**config.mk**
```make
export PLATFORM = sky130hd
export DESIGN_NAME = seq_mult_ctrl
export DESIGN_NICKNAME = d
export VERILOG_FILES = /design/src/rtl/seq_mult_ctrl.sv
export SDC_FILE = /design/constraint.sdc
export NUM_CORES = 1
export LEC_CHECK = 0
export BUFFER_PORTS_ARGS = -buffer_cell sky130_fd_sc_hd__buf_2
export CAP_MARGIN = 20
export CORE_ASPECT_RATIO = 1.4
export CORE_UTILIZATION = 43
export DETAILED_ROUTE_END_ITERATION = 8
export PLACE_DENSITY_LB_ADDON = 0.25
export SYNTH_ARGS = -nofsm -noshare
export SYNTH_HDL_FRONTEND = slang
export SYNTH_SLANG_ARGS = --single-unit
export TNS_END_PERCENT = 100
```
**constraint.sdc**
```tcl
create_clock -name clk -period 2.4 [get_ports clk]
set_clock_uncertainty 0.2 [all_clocks]
set_input_delay 0.24 -clock clk [delete_from_list [all_inputs] [get_ports clk]]
set_output_delay 0.24 -clock clk [all_outputs]
set_load 0.02 [all_outputs]
```
**src/rtl/seq_mult_ctrl.sv**
```systemverilog
// Sequential shift-and-add unsigned multiplier with start/busy/done handshake.
// One adder is reused for WIDTH iterations; product is registered and only updated on entry to DONE.
module seq_mult_ctrl #(
    parameter int WIDTH = 4
) (
    input  logic               clk,
    input  logic               rst,
    input  logic               start,
    input  logic [WIDTH-1:0]   a,
    input  logic [WIDTH-1:0]   b,
    output logic               busy,
    output logic               done,
    output logic [2*WIDTH-1:0] product
);

    localparam int PW = 2 * WIDTH;
    localparam int CW = ($clog2(WIDTH) > 0) ? $clog2(WIDTH) : 1;
    localparam logic [CW-1:0] LAST = CW'(WIDTH - 1);

    typedef enum logic [1:0] {
        IDLE,
        CALC,
        DONE
    } state_t;

    state_t          state;
    state_t          state_nxt;
    logic [PW-1:0]   acc;
    logic [PW-1:0]   mcand;
    logic [PW-1:0]   acc_add;
    logic [WIDTH-1:0] mplier;
    logic [CW-1:0]   cnt;
    logic            accept;
    logic            nonzero;
    logic            last;

    always_comb begin
        accept  = start && ((state == IDLE) || (state == DONE));
        nonzero = (a != '0) && (b != '0);
        last    = (cnt == LAST);
        // Sum including this iteration's partial product; also the value written on the final iteration.
        acc_add = mplier[0] ? (acc + mcand) : acc;
    end

    always_ff @(posedge clk) begin
        if (rst) begin
            state <= IDLE;
        end else begin
            state <= state_nxt;
        end
    end

    always_comb begin
        state_nxt = state;
        case (state)
            IDLE, DONE: begin
                if (accept) begin
                    state_nxt = nonzero ? CALC : DONE;
                end else begin
                    state_nxt = IDLE;
                end
            end
            CALC: begin
                if (last) begin
                    state_nxt = DONE;
                end
            end
            default: state_nxt = IDLE;
        endcase
    end

    always_comb begin
        busy = (state == CALC);
        done = (state == DONE);
    end

    always_ff @(posedge clk) begin
        if (rst) begin
            acc     <= '0;
            mcand   <= '0;
            mplier  <= '0;
            cnt     <= '0;
            product <= '0;
        end else begin
            case (state)
                IDLE, DONE: begin
                    if (accept) begin
                        if (nonzero) begin
                            mcand  <= PW'(a);
                            mplier <= b;
                            acc    <= '0;
                            cnt    <= '0;
                        end else begin
                            product <= '0;
                        end
                    end
                end
                CALC: begin
                    acc    <= acc_add;
                    mcand  <= mcand << 1;
                    mplier <= mplier >> 1;
                    cnt    <= cnt + CW'(1);
                    if (last) begin
                        product <= acc_add;
                    end
                end
                default: ;
            endcase
        end
    end

endmodule

```
==> key figures <==
CTS
  – CTS buffer count: 5
  – Clk slew on worst S/H paths: 0.07 ns
  – Max clock buf depth: 2
  – Hold-fix buffers at CTS: 0
  – Clock Sinks: 32
  – H-tree levels: 2
  – Worst skew pair latency: between 0.2 and 0.3 ns
  – Root Buffer: clkbuf_8
  – CTS tree: built
  – Post-CTS Setup Bufs: 0

Min path
  – Min-delay src: b[3]
  – Hold endpoint: mplier[3]
  – Hold Crit Class: in -> reg
  – Hold depth: 3

Global route
  – Tot GR Track Use: 20.99%
  – Antenna violations before repair: 0
  – Vias in the first global route: approximately 1.4k
  – GRT overflow: 0
  – First-pass GRT wire length: 6.120 mm
  – Largest net degree at the start of global routing: 22

Placement
  – Buffers on Ports: 20
  – GP Congestion: 0.8926
  – Final HPWL DP: 2.705 mm

Pwr
  – Switching power: around 0.32 mW
  – Pint: 0.8532 mW
  – Clock power share: a little over a third
  – Sw Share: roughly 28%
  – Max VDD drop: approximately 0.00051 V
  – Leak Pwr: 0.7896 nW
  – P per Cell Area: 616.3 nW/um^2
  – Combinational power share: approximately 15%
  – Flop pwr share: 48.4%

Timing
  – Final period demand of the worst path: 2.314 ns
  – Hold slack: 0.07585 ns
  – Worst Tran Pin Value: 0.5785 ns
  – Slew margin rel.: 61.39%
  – Fin crit share: 96.44%
  – Final Hold Fails: 0
  – Setup TNS: 0 ns
  – RSZ-0062 raised after global routing: no
  – Max Slew Vio Count: 0
  – Max Freq: 432.1 MHz
  – Setup violators final: 0

Logic synthesis
  – Synth Area in Compound Gates: 20.53%
  – Post-Synth Simple-Gate Area: between 10% and 20%
  – Post-Syn Area: 1664 um^2
  – Post-synthesis adder-cell area fraction: 7.218%
  – Post-Syn Nets: 205
  – Distinct cells, synth: 44
  – Sequential fraction of the synthesis area: between 30% and 40%
  – Post-Synthesis Cells: 185
  – FF+latch count, synth: 32
  – Mux share of post-synthesis cell area: 8.421%
  – Synth Area in XOR/XNOR: 1.579%
  – Syn avg cell area: 8.995 um^2
  – Largest family of logic cells by synthesized area: compound AO/OA/AOI/OAI gates
  – Yosys warnings: 0

Cells and area
  – Net count, final: 228
  – Footprint of the multi-input gates: 960.9 um^2
  – FILL cells: around 350
  – Area Growth Syn to Fin: 14.81%
  – Layout cells sized above 1: 22.97%
  – Antenna cells: 0
  – FF/Latch Area: 643.1 um^2
  – Core Util, Final: approximately half

Routing
  – Avg WL per Cell: 14.83 um
  – # DRC: 0
  – Pre-antenna DRT Iters: 4
  – Drt via density: 5.721
  – Drt total wl: 3.722 mm
  – Detailed-route via count: roughly 1.4k
  – DRT iter0 DRCs: 23
  – Routed Antenna Nets: 0

Die
  – Initial Utilization: between 40% and 50%
  – I/O pin count: 21
  – CORE AREA: about 3700 um^2
  – Die Height: 75.61 um
  – Rows: 26
  – Die area: 4126 um^2
  – Die Wd: 54.58 um

Critical path
  – Worst R2R End: product[6]
  – Crit Path Category: reg -> reg
  – CP Launch Type: flip-flop
  – Reg-to-reg slack, setup: about 0.086 ns
  – Worst EP arrival: around 2.3 ns
  – FF-to-FF Start: mcand[0]
  – Crit. End Element: flip-flop
  – Path depth of the worst reg2reg path: 8
  – Worst EP required: 2.41 ns
  – Critical-path maximum fanout: 3

Run
  – Max-cap violation count: 0

Run status
  – Status: finished, final reports clean
cell type report:
class | count | area share (%)
flip-flops and latches | 32 | 33.66
clock buffers | 8 | 4.715
inverters | 7 | 1.375
repair buffers | 25 | 7.204
well taps | 42 | 2.750
multi-input cells | 137 | 50.29
layer usage:
metal | wire, um | global-route usage [%] | vias to the layer above | part of all wire [%]
met5 | 0 | 0 | - | 0
met4 | 131 | 11.97 | 0 | 3.5
met3 | 85 | 5.389 | 15 | 2.3
met2 | 1888 | 34.96 | 22 | 51
met1 | 1616 | 23.67 | 691 | 43
li1 | - | - | 708 | -
critical path, stage by stage (launching register included):
cell and delay, ns:
dfxtp_2 0.34, ha_2 0.19, inv_1 0.05, fa_1 0.40, nand2b_4 0.17, a211oi_2 0.26
mux2i_1 0.10, or3_1 0.37, o22ai_1 0.16
cells in the mapped netlist (all sizes together):
| cell type | number | share of area (%) |
|---|---|---|
| nor2 | 35 | 8.0 |
| dfxtp | 32 | 38 |
| mux2i | 14 | 8.4 |
| a21oi | 11 | 3.3 |
| a211oi | 10 | 5.1 |
| nand2 | 9 | 2.0 |
| ha | 8 | 6.0 |
| nand2b | 8 | 3.6 |
| inv | 7 | 1.6 |
| a22oi | 5 | 2.3 |
| buf | 5 | 1.9 |
| clkbuf | 4 | 0.90 |
| nor3 | 4 | 1.5 |
| o21ai | 4 | 1.9 |
| o22ai | 4 | 1.5 |
| a21o | 2 | 0.98 |
| a31oi | 2 | 0.75 |
| nor4 | 2 | 1.5 |
| o31ai | 2 | 1.2 |
| or3 | 2 | 0.75 |
| xnor2 | 2 | 1.1 |
| a2111oi | 1 | 0.90 |
| a311o | 1 | 0.60 |
| a31o | 1 | 0.53 |
| and3 | 1 | 0.38 |
| fa | 1 | 1.2 |
| nand3 | 1 | 0.30 |
| nand3b | 1 | 0.45 |
| nor2b | 1 | 0.38 |
| nor3b | 1 | 0.45 |
| o2111ai | 1 | 0.53 |
| o21a | 1 | 0.45 |
| o221ai | 1 | 0.53 |
| xor2 | 1 | 0.53 |
sequential cells by signal (all words and copies together) (netlist names):
signal / count
cnt: 2
mplier: 4
acc: 8
state: 2
product: 8
mcand: 8
cells by family after synthesis:
family          after synthesis
compound gates               46
xor+xnor                      3
fa+ha+maj                     9
buf+inv                      16
flops                        32
mux                          14
simple gates                 65
power groups by stage:
stage                     Combinational [mW]  Clock (mW)  Sequential (mW)
final                                  0.178       0.430            0.570
after global routing                   0.196       0.455            0.572
after detailed placement               0.175           0            0.581
after CTS                              0.176       0.441            0.569
after floorplan                        0.128           0            0.578
after global placement                 0.171           0            0.580
stage by stage:
step / setup slack [ns] / area, um^2 / std cells / total power, mW
global route: 0.01466 / 1911 / 251 / 1.223
CTS: 0.07642 / 1898 / 251 / 1.186
detailed placement: 0.1078 / 1808 / 243 / 0.7564
global placement: 0.1413 / 1808 / 243 / 0.7506
finish: 0.08556 / 1911 / 251 / 1.178
floorplan: 0.2394 / 1664 / 185 / 0.7056
layout by cell type (no fill, tap or decap), types with 3 or more instances in the layout:
master / n
buf_4: 5
nor2_1: 34
inv_1: 6
mux2i_1: 14
o21ai_0: 3
a21oi_1: 11
o22ai_1: 4
dfxtp_1: 30
a22oi_1: 5
nor3_1: 3
buf_2: 20
nand2_1: 9
ha_1: 7
clkbuf_8: 6
nand2b_1: 5
a211oi_1: 8
how the worst max path moves through the flow:
stage                        start         end  slack, ns  cells after the start
after global routing      mcand[0]  product[6]       0.01                      8
after detailed placement  mcand[0]  product[6]       0.11                      8
after global placement      acc[0]  product[6]       0.14                      8
after floorplan             acc[0]  product[6]       0.24                      8
final                     mcand[0]  product[6]       0.09                      8
after CTS                 mcand[0]  product[6]       0.08                      8
what timing repair did:
item | in CTS | in global routing
endpoints found under the setup margin | 0 | 1
resized for setup | 0 | 4
hold endpoints to repair | 0 | 0
(Power assumes the default switching activity.)
